==> config.mk <==
export PLATFORM = sky130hd
export DESIGN_NAME = adpll_acq_controller
export DESIGN_NICKNAME = d
export VERILOG_FILES = /design/src/rtl/adpll_acq_controller.sv
export SDC_FILE = /design/constraint.sdc
export NUM_CORES = 1
export LEC_CHECK = 0
export CAP_MARGIN = 20
export CORE_MARGIN = 3
export CORE_UTILIZATION = 40
export CTS_BUF_LIST = sky130_fd_sc_hd__clkbuf_8
export DETAILED_ROUTE_END_ITERATION = 7
export PLACE_DENSITY_LB_ADDON = 0.05
export SYNTH_ARGS = -nofsm -noshare
export SYNTH_HDL_FRONTEND = slang
export SYNTH_SLANG_ARGS = --single-unit
==> constraint.sdc <==
create_clock -name fpga_clk_i -period 6.3 [get_ports fpga_clk_i]
set_input_delay 0.63 -clock fpga_clk_i [delete_from_list [all_inputs] [get_ports fpga_clk_i]]
set_output_delay 0.63 -clock fpga_clk_i [all_outputs]
set_load 0.005 [all_outputs]
==> src/rtl/adpll_acq_controller.sv <==
// adpll_acq_controller: SAR bias search, lock qualification and re-acquisition for the ring-oscillator ADPLL.
// Ports: fpga_clk_i/reset_i (sync, active-high); enable_i run level; error_i/error_valid_i phase-error samples;
//        bias_o oscillator bias; loop_reset_o loop filter reset; locked_o; fail_o; state_o (IDLE..FAIL = 0..4).
module adpll_acq_controller #(
  parameter int RO_WIDTH       = 5,
  parameter int PDET_WIDTH     = 8,
  parameter int SETTLE_SAMPLES = 4,
  parameter int LOCK_TOL       = 2,
  parameter int LOCK_COUNT     = 16,
  parameter int UNLOCK_TOL     = 8,
  parameter int UNLOCK_COUNT   = 4,
  parameter int TRACK_TIMEOUT  = 255,
  parameter int MAX_RETRIES    = 3
) (
  input  logic                  fpga_clk_i,
  input  logic                  reset_i,
  input  logic                  enable_i,
  input  logic [PDET_WIDTH-1:0] error_i,
  input  logic                  error_valid_i,
  output logic [RO_WIDTH-1:0]   bias_o,
  output logic                  loop_reset_o,
  output logic                  locked_o,
  output logic                  fail_o,
  output logic [2:0]            state_o
);
  function automatic int cw(input int n);
    return n < 1 ? 1 : $clog2(n + 1);
  endfunction
  localparam int KW = cw(RO_WIDTH - 1);
  localparam int SW = cw(SETTLE_SAMPLES);
  localparam int LW = cw(LOCK_COUNT);
  localparam int UW = cw(UNLOCK_COUNT);
  localparam int TW = cw(TRACK_TIMEOUT);
  localparam int RW = cw(MAX_RETRIES);
  localparam logic [RO_WIDTH-1:0]   BIAS_MID = {1'b1, {(RO_WIDTH-1){1'b0}}};
  localparam logic [KW-1:0]         K_MSB    = KW'(RO_WIDTH - 1);
  localparam logic [PDET_WIDTH-1:0] ERR_MIN  = {1'b1, {(PDET_WIDTH-1){1'b0}}};
  localparam logic [PDET_WIDTH-1:0] ERR_MAX  = {1'b0, {(PDET_WIDTH-1){1'b1}}};
  localparam logic [PDET_WIDTH-1:0] LTOL     = PDET_WIDTH'(LOCK_TOL);
  localparam logic [PDET_WIDTH-1:0] UTOL     = PDET_WIDTH'(UNLOCK_TOL);
  typedef enum logic [2:0] {S_IDLE, S_SWEEP, S_TRACK, S_LOCKED, S_FAIL} state_e;
  state_e                state_q, state_d;
  logic [RO_WIDTH-1:0]   bias_q, bias_d;
  logic [KW-1:0]         k_q, k_d;
  logic [SW-1:0]         settle_q, settle_d;
  logic [LW-1:0]         lock_q, lock_d;
  logic [UW-1:0]         unlock_q, unlock_d;
  logic [TW-1:0]         timeout_q, timeout_d;
  logic [RW-1:0]         retry_q, retry_d;
  logic [PDET_WIDTH-1:0] mag;
  logic                  err_pos, in_lock, out_lock;
  // The most negative code has no positive twin, so it saturates to the largest magnitude.
  assign mag      = !error_i[PDET_WIDTH-1] ? error_i : (error_i == ERR_MIN ? ERR_MAX : -error_i);
  assign err_pos  = !error_i[PDET_WIDTH-1] && |error_i;
  assign in_lock  = mag <= LTOL;
  assign out_lock = mag > UTOL;
  always_ff @(posedge fpga_clk_i) begin
    if (reset_i) begin
      state_q   <= S_IDLE;
      bias_q    <= BIAS_MID;
      k_q       <= K_MSB;
      settle_q  <= '0;
      lock_q    <= '0;
      unlock_q  <= '0;
      timeout_q <= '0;
      retry_q   <= '0;
    end else begin
      state_q   <= state_d;
      bias_q    <= bias_d;
      k_q       <= k_d;
      settle_q  <= settle_d;
      lock_q    <= lock_d;
      unlock_q  <= unlock_d;
      timeout_q <= timeout_d;
      retry_q   <= retry_d;
    end
  end
  always_comb begin
    state_d   = state_q;
    bias_d    = bias_q;
    k_d       = k_q;
    settle_d  = settle_q;
    lock_d    = lock_q;
    unlock_d  = unlock_q;
    timeout_d = timeout_q;
    retry_d   = retry_q;
    if (!enable_i) begin
      state_d   = S_IDLE;
      bias_d    = BIAS_MID;
      k_d       = K_MSB;
      settle_d  = '0;
      lock_d    = '0;
      unlock_d  = '0;
      timeout_d = '0;
      retry_d   = '0;
    end else begin
      case (state_q)
        S_IDLE: begin
          state_d  = S_SWEEP;
          bias_d   = BIAS_MID;
          k_d      = K_MSB;
          settle_d = '0;
          retry_d  = '0;
        end
        S_SWEEP: if (error_valid_i) begin
          if (settle_q != SW'(SETTLE_SAMPLES)) settle_d = settle_q + 1'b1;
          else begin
            bias_d[k_q] = err_pos;
            if (k_q != '0) begin
              bias_d[k_q - 1'b1] = 1'b1;
              k_d                = k_q - 1'b1;
              settle_d           = '0;
            end else begin
              state_d   = S_TRACK;
              lock_d    = '0;
              timeout_d = '0;
            end
          end
        end
        S_TRACK: if (error_valid_i) begin
          timeout_d = timeout_q + 1'b1;
          lock_d    = in_lock ? lock_q + 1'b1 : '0;
          if (lock_d == LW'(LOCK_COUNT)) begin
            state_d  = S_LOCKED;
            unlock_d = '0;
          end else if (timeout_d == TW'(TRACK_TIMEOUT)) begin
            if (retry_q != RW'(MAX_RETRIES)) begin
              state_d  = S_SWEEP;
              retry_d  = retry_q + 1'b1;
              bias_d   = BIAS_MID;
              k_d      = K_MSB;
              settle_d = '0;
            end else state_d = S_FAIL;
          end
        end
        S_LOCKED: if (error_valid_i) begin
          // Samples inside the hysteresis band count as "not out of lock" and clear the run.
          unlock_d = out_lock ? unlock_q + 1'b1 : '0;
          if (unlock_d == UW'(UNLOCK_COUNT)) begin
            state_d  = S_SWEEP;
            retry_d  = '0;
            bias_d   = BIAS_MID;
            k_d      = K_MSB;
            settle_d = '0;
          end
        end
        S_FAIL: state_d = S_FAIL;
        default: state_d = S_IDLE;
      endcase
    end
  end
  always_comb begin
    bias_o       = bias_q;
    loop_reset_o = !(state_q == S_TRACK || state_q == S_LOCKED);
    locked_o     = state_q == S_LOCKED;
    fail_o       = state_q == S_FAIL;
    state_o      = state_q;
  end
endmodule

==> impl_results.md, run 1 <==
* DR pass1 iterations at 4
* # port buffers at 22
* Commonest non-fill, non-tap cell in the layout: nor2_1
* DIE HEIGHT at 81.99 um
* Initial antenna violation count at 0
* Core Area at 0.005540 mm^2
* ANT cells at 0
* RSZ-0062 raised after global routing: no
* RR Startpoint: state_o[1]
* Crit path launch: error_i[0]
* Top Layer Used: met4
* CP endpoint kind: flop
* Syn. warnings at 0
* Routed wire per std cell at 13.84 um
* Post-synth ARST share at 0%
* Setup Viol. Count Final at 0
* Syn Area/Cell at 7.548 um^2
* Layout area overhead at 15.49%
* Clk sinks at 32
* Vias in the first global route at 1953
* Synth Area in Simple Gates at 29.69%
* Fmax at 285.4 MHz
* Hold crit path type: flop to flop
* Post_cts resized at 0
* Die area at 0.006722 mm^2
* DR vias/cell at 5.579
* CTS tree: built
* Rows at 27
* Syn nets at 328
* Chip width at 81.99 um
* Worst-skew pair later-pin latency at 290 ps
* CTS hold repair buffers at 0
* Slowest cell delay on critical path at 470 ps
* Register-to-Register Path Depth at 7
* Post-synth top area cell: dfxtp_1
* Status: finished, final reports clean
* Critical path's slowest cell: a211oi_4
* Max Cap Viol at 0
* Post-synth EDFFs at 0
* Starting DRT DRC Count at 85
* Rel. slew slack at 32.35%
* Reg-to-reg slack, setup at 3550 ps
* Met2 wire len at 2.316 mm
* Clock skew at 3.966 ps
* Final slew viol count at 0
* Synth area leaders: dfxtp_1 28%, nor2_1 5.5%, ha_1 5.4%, o21ai_0 5.0%, mux2i_1 4.8%
* Post-Synthesis Cells at 306
* Worst Hold End: retry_q[1]
* Setup bufs post-CTS at 0
* PD cells at 168.4 mW/mm^2
* First-pass GRT wire length at 9.080 mm
* Adder-cell share of the synthesized area at 5.417%
* Clock transition at path regs at 70 ps
* Dpl hpwl at 3.924 mm
* Min-Delay Path Depth at 2
* Syn Std Cell Area at 0.002310 mm^2
* Hold wc startpoint: retry_q[1]
* Crit path kind: input port to flop
* Xor/xnor cell area share of the yosys netlist at 2.275%
* Placer Congestion at 0.7720
* Mux cell area share after synthesis at 4.767%
* H-tree levels at 2
* CP required at 6480 ps
* CTS buffer count at 5
* Fin Setup TNS at 0 ps
* Initial core utilization at 41.69%
* Max IR drop VDD at 0.1017 mV
* Drt total wl at 5.454 mm
* Main flop type after synthesis: dfxtp_1
* Largest family of logic cells by synthesized area: simple AND/OR/NAND/NOR gates
* Worst r2r dst: lock_q[4]
* Total Nets Final at 344
* Seq/Total Area, Yosys at 27.74%
* Largest net degree at the start of global routing at 28
* Critical Path Source Type: input port
* CP arrival at 3680 ps
* Yosys reg bits at 32
* DRC at 0
* Worst hold slack at 475.0 ps
* Worst Tran Pin Value at 1013 ps
* Worst-path maximum fanout at 9
* Cell variety after synth at 55
* Share of the synthesized area in the top cell type at 27.74%
* Global Route Usage Sum at 17.16%
* Final critical-path share of the clock period at 55.61%
* Final hold vios at 0
* Most frequent cells in the layout: 34 x nor2_1, 32 x dfxtp_1, 29 x nand2_1
* Vias at 2198
* Crit path cell chain: clkdlybuf4s50_1, inv_1, ha_1, or3b_4, o2bb2ai_1, o22ai_1, o311ai_1, a211oi_4, nand3_1, a2bb2oi_1
* Pleak at 0.9312 nW
* Met3 wire length at 242 um
* CTS root buf: clkbuf_8
* Num ports at 23
* Final ANT Viol Nets at 0
* Grt ovf at 0
* Fin util at 48.15%
* Fin crit period at 3503 ps
* Clock buffer depth at 2
* Share of layout cells above drive strength 1 at 5.590%
* Compound-Gate Fraction of Synth Area at 24.76%
* Metal-1 WL at 2.815 mm
-- synth_stat cells (4+ instances only) --
| cell type | count |
|---|---|
| nor2_1 | 34 |
| dfxtp_1 | 32 |
| nand2_1 | 29 |
| o21ai_0 | 23 |
| a21oi_1 | 21 |
| inv_1 | 18 |
| nand3_1 | 12 |
| mux2i_1 | 11 |
| nor3_1 | 11 |
| clkbuf_1 | 10 |
| ha_1 | 10 |
| nand2b_1 | 9 |
| or3_1 | 8 |
| nor2b_1 | 5 |
| o31ai_1 | 5 |
| a31oi_1 | 4 |
| o311ai_0 | 4 |
-- worst max-delay path, delay by kind of cell --
| family | cells | cell delay [ps] |
|---|---|---|
| AO/OA/AOI/OAI | 5 | 1440 |
| adder cells (fa/ha/maj) | 1 | 240 |
| buffers and inverters | 2 | 550 |
| AND/OR/NAND/NOR | 2 | 810 |
-- cell families after synthesis --
family | Yosys count
AND/OR/NAND/NOR | 131
AO/OA/AOI/OAI | 84
buffers and inverters | 32
adder cells (fa/ha/maj) | 10
flip-flops | 32
multiplexers | 11
XOR/XNOR | 6
-- power breakdown --
group | internal (mW) | switching (mW) | leakage (nW) | total, mW
registers | 0.204 | 0.00472 | 0.258 | 0.209
logic | 0.0282 | 0.0360 | 0.623 | 0.0642
clock network | 0.0973 | 0.0788 | 0.0503 | 0.176
-- how the worst max path moves through the flow --
stage               slack, ps  cells past startpoint     endpoint
floorplan                3360                      9    lock_q[4]
global route             2590                     10    bias_o[4]
detailed placement       2530                     10  settle_q[2]
global placement         2590                     10  settle_q[2]
finish                   2800                     10    bias_o[4]
CTS                      2810                     10    bias_o[4]
-- flip-flops by register name, indices dropped and copies added (netlist names) --
register   flops
lock_q         5
state_o        3
timeout_q      8
unlock_q       3
settle_q       3
retry_q        2
k_q            3
bias_o         5
-- layout make-up --
class	instances	area (um^2)
clock buffer	7	96.34
sequential	32	640.6
tap	72	90.09
inverter	18	67.56
multi-input combinational	242	1545
fill	560	2873
timing repair buffer	23	227.7
-- per-layer routing --
| metal | track usage (%) | vias to the layer above |
|---|---|---|
| li1 | - | 1147 |
| met1 | 24.22 | 1008 |
| met2 | 25.77 | 36 |
| met3 | 3.180 | 7 |
| met4 | 6.312 | 0 |
| met5 | 0 | - |
-- metrics by stage --
| stage | cells | worst slack, ps | cell area, um^2 | power, mW |
|---|---|---|---|---|
| detailed placement | 387 | 2526 | 2571 | 0.2777 |
| CTS | 394 | 2812 | 2668 | 0.4547 |
| global route | 394 | 2591 | 2668 | 0.4685 |
| global placement | 387 | 2587 | 2571 | 0.2778 |
| finish | 394 | 2797 | 2668 | 0.4491 |
| floorplan | 306 | 3364 | 2310 | 0.2555 |
(Power assumes the default switching activity.)
==> inputs of run 2 (changes only) <==
- clock period: 6.3 -> 3.07 ns (I/O delays scaled with it)
==> run 2 against run 1 <==
  * Register-to-register slack got worse by 3200 ps
  * Via count increased by 2.7%
  * Cell area increased by 5.2%
  * Flip-flop and latch count unchanged
  * Cell count increased by 4.6%
  * First-iteration DRC count decreased by 8.2%
  * Total power increased by 110%
  * Combinational power increased by 140%
  * Global-route usage increased by 1.0 points
  * Non-clock buffer count increased by 17
  * Die area unchanged
  * Core utilization increased by 2.5 points
  * Largest power group unchanged
==> impl_results.md, run 2 (same netlist as run 1, synthesis figures left out) <==
* Status: finished, final reports clean
* Vias in the first global route at 2041 (+4.5%)
* Psw at 0.2382 mW (+99%)
* CP required at 3240 ps (-3240 ps)
* Post-Place Worst Slack at -31.33 ps (-2557 ps)
* PnR worst setup slack at 252.8 ps (-2544 ps)
* Clock buffer depth at 2 (unchanged)
* Sw Share at 24.69% (-1.9 points)
* Setup Viol. Count Final at 0 (unchanged)
* Max IR drop VDD at 0.2335 mV (+130%)
* Crit path kind: input port to flop
* Num ports at 23 (unchanged)
* CTS hold repair buffers at 0 (unchanged)
* Total power at 0.9647 mW (+110%)
* Min-Delay Path Depth at 2 (unchanged)
* Placer Congestion at 0.9281 (+20%)
* Global Route Usage Sum at 18.16% (+1.0 points)
* Starting DRT DRC Count at 78 (-8.2%)
* Dpl hpwl at 4.229 mm (+7.8%)
* Comb pwr share at 15.8% (+1.5 points)
* DRC at 0 (unchanged)
* Part of the power in the clock network at 40.1% (+0.9 points)
* # port buffers at 22 (unchanged)
* Max FFs per register at 8 (unchanged)
* Worst Hold End: retry_q[1]
* PD cells at 343.7 mW/mm^2 (+100%)
* Worst hold slack at 467.0 ps (-8.025 ps)
* Setup bufs post-CTS at 0 (unchanged)
* Final slew viol count at 0 (unchanged)
* Clock skew at 10.09 ps (+6.121 ps)
* RSZ-0062 raised after global routing: no
* Most frequent cells in the layout: 34 x nor2_1, 32 x dfxtp_1, 29 x nand2_1
* Final critical-path share of the clock period at 91.77%
* Sequential power share at 44.0% (-2.5 points)
* Chip width at 81.99 um (unchanged)
* Clock transition at path regs at 70 ps (about the same)
* Hold wc startpoint: retry_q[1]
* Fin util at 50.65% (+2.5 points)
* Fmax at 355.0 MHz
* Routed wire per std cell at 13.70 um (-1.0%)
* CTS buffer count at 5 (unchanged)
* DP Area at 0.002699 mm^2 (+5.0%)
* H-tree levels at 2 (unchanged)
* Vias at 2258 (+2.7%)
* CTS tree: built
* Initial antenna violation count at 0 (unchanged)
* Hold crit path type: flop to flop
* Core Area at 0.005540 mm^2 (unchanged)
* Fin area at 0.002806 mm^2 (+5.2%)
* Reg-to-reg slack, setup at 400 ps (-3150 ps)
* Pleak at 1.024 nW (+10%)
* DR pass1 iterations at 4 (unchanged)
* CP arrival at 2980 ps (-700 ps)
* Layout area overhead at 21.51%
* CP endpoint kind: flop
* Final hold vios at 0 (unchanged)
* Post_cts resized at 0 (unchanged)
* Initial core utilization at 41.69% (unchanged)
* Register-to-Register Path Depth at 9 (+2)
* Internal cell power at 0.7265 mW (+120%)
* Worst-path maximum fanout at 4 (-5)
* Share of layout cells above drive strength 1 at 10.29% (+4.7 points)
* Rows at 27 (unchanged)
* DR vias/cell at 5.481 (-1.8%)
* Fin crit period at 2817 ps
* Grt ovf at 0 (unchanged)
* Critical Path Source Type: input port
* ANT cells at 0 (unchanged)
* Die area at 0.006722 mm^2 (unchanged)
* Total Nets Final at 361 (+4.9%)
* Fin Setup TNS at 0 ps (unchanged)
* Final non-filler cell total at 412 (+4.6%)
* Largest net degree at the start of global routing at 27 (-3.6%)
* DIE HEIGHT at 81.99 um (unchanged)
* Worst-skew pair later-pin latency at 280 ps (about the same)
* Max Cap Viol at 0 (unchanged)
* Worst r2r dst: k_q[1]
* Commonest non-fill, non-tap cell in the layout: nor2_1
* Dpl cells at 404 (+4.4%)
* Final ANT Viol Nets at 0 (unchanged)
* Reg with most FFs: timeout_q
* Rel. slew slack at 58.82% (+26 points)
* RR Startpoint: lock_q[0]
* Drt total wl at 5.645 mm (+3.5%)
* CTS root buf: clkbuf_8
* Worst Tran Pin Value at 615.5 ps (-397.2 ps)
* Clk sinks at 32 (unchanged)
* First-pass GRT wire length at 9.535 mm (+5.0%)
==> run 2: cell count changes in the layout (fill, tap and decap cells not counted), sizes merged <==
cell,change
clkbuf,-2
clkinv,+1
inv,+1
bufinv,+1
buf,+17
==> run 2: cell type report <==
class                      count  area [um^2]
multi-input combinational    242         1545
sequential                    32        640.6
fill                         556         2734
tap                           72        90.09
inverter                      18        67.56
clock buffer                   5        68.82
timing repair buffer          40        355.3
clock inverter                 3        38.79
==> run 2: metal layers <==
metal | vias to the layer above | track usage [%] | share of wire (%)
met5 | - | 0 | 0
met4 | 0 | 4.651 | 1.0
met3 | 6 | 4.276 | 3.4
met1 | 1038 | 25.48 | 51
li1 | 1183 | - | -
met2 | 31 | 27.79 | 45
==> run 2: power groups by stage <==
| stage | sequential, mW | clock, mW | combinational (mW) |
|---|---|---|---|
| floorplan | 0.430 | 0 | 0.0941 |
| global placement | 0.434 | 0 | 0.153 |
| detailed placement | 0.434 | 0 | 0.153 |
| CTS | 0.425 | 0.403 | 0.154 |
| global route | 0.426 | 0.421 | 0.170 |
| finish | 0.425 | 0.387 | 0.153 |
==> run 2: how the worst max path moves through the flow <==
stage,start,end,slack (ps)
final,error_i[0],unlock_q[2],250
after CTS,error_i[0],unlock_q[2],260
after detailed placement,error_i[0],unlock_q[2],-30
after global placement,error_i[1],k_q[0],30
after global routing,error_i[0],unlock_q[2],40
after floorplan,error_i[0],lock_q[4],460
==> run 2: critical path: stages <==
cell,delay (ps)
clkdlybuf4s50_1,410
inv_1,80
ha_1,150
or3b_4,410
nor4_4,280
o22ai_1,190
a2111oi_2,490
o211a_1,280
o21ai_0,110
a32o_1,260
==> inputs of run 3 (changes only) <==
- CTS_BUF_LIST: sky130_fd_sc_hd__clkbuf_8 -> sky130_fd_sc_hd__clkbuf_4 sky130_fd_sc_hd__clkbuf_8
- clock period: 3.07 -> 2.59 ns (I/O delays scaled with it)
==> run 3 against run 2 <==
  * Die area is the same
  * Clock-buffer cell count grew 1
  * Sequential power grew 19%
  * Via count grew 4.9%
  * Flip-flop and latch count is the same
  * Largest cell class unchanged
  * Total power grew 24%
  * Sequential share of layout area shrank 1.5 points
  * Core utilization grew 3.8 points
  * Register-to-register slack lost 290 ps
  * Setup slack lost 140 ps
==> impl_results.md, run 3 (same netlist as run 1, synthesis figures left out) <==
* Fin util at 54.45% (+3.8 points)
* Vias in the first global route at 2158 (+5.7%)
* Max Cap Viol at 0 (unchanged)
* Starting DRT DRC Count at 93 (+19%)
* PnR worst setup slack at 110.4 ps (-142.3 ps)
* Fin crit period at 2480 ps
* Clock buffer depth at 2 (unchanged)
* Max FFs per register at 8 (unchanged)
* DR vias/cell at 5.471 (-0.17%)
* Post-Place Worst Slack at -454.6 ps (-423.3 ps)
* Largest net degree at the start of global routing at 27 (unchanged)
* CTS buffer count at 5 (unchanged)
* Core Area at 0.005540 mm^2 (unchanged)
* Clk sinks at 32 (unchanged)
* Total Nets Final at 382 (+5.8%)
* ANT cells at 0 (unchanged)
* Met2 wire len at 2.866 mm (+13%)
* Final hold vios at 0 (unchanged)
* CTS root buf: clkbuf_8
* Pleak at 1.140 nW (+11%)
* H-tree levels at 2 (unchanged)
* Critical Path Source Type: flop
* Hold wc startpoint: retry_q[1]
* CP endpoint kind: flop
* Reg-to-reg slack, setup at 110 ps (-290 ps)
* Final ANT Viol Nets at 0 (unchanged)
* Max IR drop VDD at 0.2349 mV (+0.61%)
* RSZ-0062 raised after global routing: no
* Chip width at 81.99 um (unchanged)
* Final critical-path share of the clock period at 95.74%
* Placer Congestion at 0.7659 (-17%)
* Dpl hpwl at 4.402 mm (+4.1%)
* Layout area overhead at 30.61%
* Rows at 27 (unchanged)
* Top Layer Used: met4
* Final slew viol count at 0 (unchanged)
* Status: finished, final reports clean
* Worst-path maximum fanout at 6 (+2)
* Reg with most FFs: timeout_q
* Clock transition at path regs at 70 ps (about the same)
* First-pass GRT wire length at 10.03 mm (+5.1%)
* Fillers at 533 (-4.1%)
* Die area at 0.006722 mm^2 (unchanged)
* CP arrival at 2680 ps (-300 ps)
* Vias at 2369 (+4.9%)
* Rel. slew slack at 64.59% (+5.8 points)
* Hold crit path type: flop to flop
* DR pass1 iterations at 4 (unchanged)
* Num ports at 23 (unchanged)
* Commonest non-fill, non-tap cell in the layout: buf_4
* RR Startpoint: lock_q[4]
* Clock skew at 9.607 ps (-0.4800 ps)
* PD cells at 397.7 mW/mm^2 (+16%)
* CP required at 2790 ps (-450 ps)
* Global Route Usage Sum at 19.21% (+1.0 points)
* # port buffers at 22 (unchanged)
* Multi-input logic area at 0.001595 mm^2 (+3.2%)
* Worst Tran Pin Value at 529.2 ps (-86.31 ps)
* Min-Delay Path Depth at 2 (unchanged)
* Grt ovf at 0 (unchanged)
* Fmax at 403.3 MHz
* DIE HEIGHT at 81.99 um (unchanged)
* Share of layout cells above drive strength 1 at 18.56% (+8.3 points)
* Metal-1 WL at 2.855 mm (-0.35%)
* Drt total wl at 6.016 mm (+6.6%)
* Worst Hold End: retry_q[1]
* Worst-skew pair later-pin latency at 290 ps (about the same)
* Register-to-Register Path Depth at 8 (-1)
* FF+latch area at 641.9 um^2 (+0.20%)
* Met3 wire length at 222 um (+17%)
* Worst r2r dst: k_q[0]
* CTS tree: built
* DRC at 0 (unchanged)
* Initial core utilization at 41.69% (unchanged)
* Routed wire per std cell at 13.89 um (+1.4%)
* Initial antenna violation count at 0 (unchanged)
* Most frequent cells in the layout: 39 x buf_4, 34 x nor2_1, 31 x dfxtp_1
* Setup Viol. Count Final at 0 (unchanged)
* Crit path kind: flop to flop
[run 3: worst max-delay path by stage]
stage | slack [ps] | to | depth (start not counted) | startpoint
2_1_floorplan | 20 | lock_q[4] | 9 | error_i[0]
3_3_place_gp | -430 | k_q[0] | 11 | error_i[0]
3_5_place_dp | -450 | k_q[0] | 11 | error_i[0]
4_1_cts | 70 | k_q[0] | 8 | lock_q[4]
5_1_grt | 10 | state_o[1] | 11 | error_i[0]
6_report | 110 | k_q[0] | 8 | lock_q[4]
[run 3: worst max-delay path: stages (launching register included)]
cell,delay (ps)
dfxtp_1,380
or3b_2,490
a2111oi_2,390
nor2_1,110
o311ai_2,390
a211oi_4,150
buf_4,170
a311o_1,250
o31ai_1,60
[run 3: area by class of cell]
cell class,instances,area share [%]
repair buffers,61,16.92
clock buffers,6,2.530
multi-input cells,242,52.88
clock inverters,2,1.161
inverters,18,2.240
flip-flops and latches,32,21.28
well taps,72,2.986
[run 3: per-layer routing]
metal	global-route usage [%]	up-vias
met2	32.07	32
met5	0	-
met1	25.22	1108
met4	4.983	0
li1	-	1222
met3	3.728	7
[run 3: stage by stage]
stage          area (um^2)  hold slack [ps]  TNS, ps  std cells  power [mW]
3_3_place_gp          2826            449.9    -7454        421      0.7077
6_report              3017            476.9        0        433       1.200
5_1_grt               3017            492.1        0        433       1.248
3_5_place_dp          2826            470.7    -8097        421      0.7078
2_1_floorplan         2310            441.8        0        306      0.6215
4_1_cts               2992            476.3        0        433       1.211
[run 3: power by group]
part	switching (mW)	leakage (nW)	internal, mW	total (mW)
combinational	0.105	0.822	0.0978	0.203
clock	0.197	0.0586	0.296	0.493
sequential	0.00768	0.259	0.496	0.504
[run 3: timing repair]
item / 4_1_cts / 5_1_grt
pin swaps: 4 / 2
hold buffers: 0 / 0
endpoints found under the setup margin: 19 / 12
setup buffers: 4 / 0
resized for setup: 8 / 6
cloned: 0 / 0
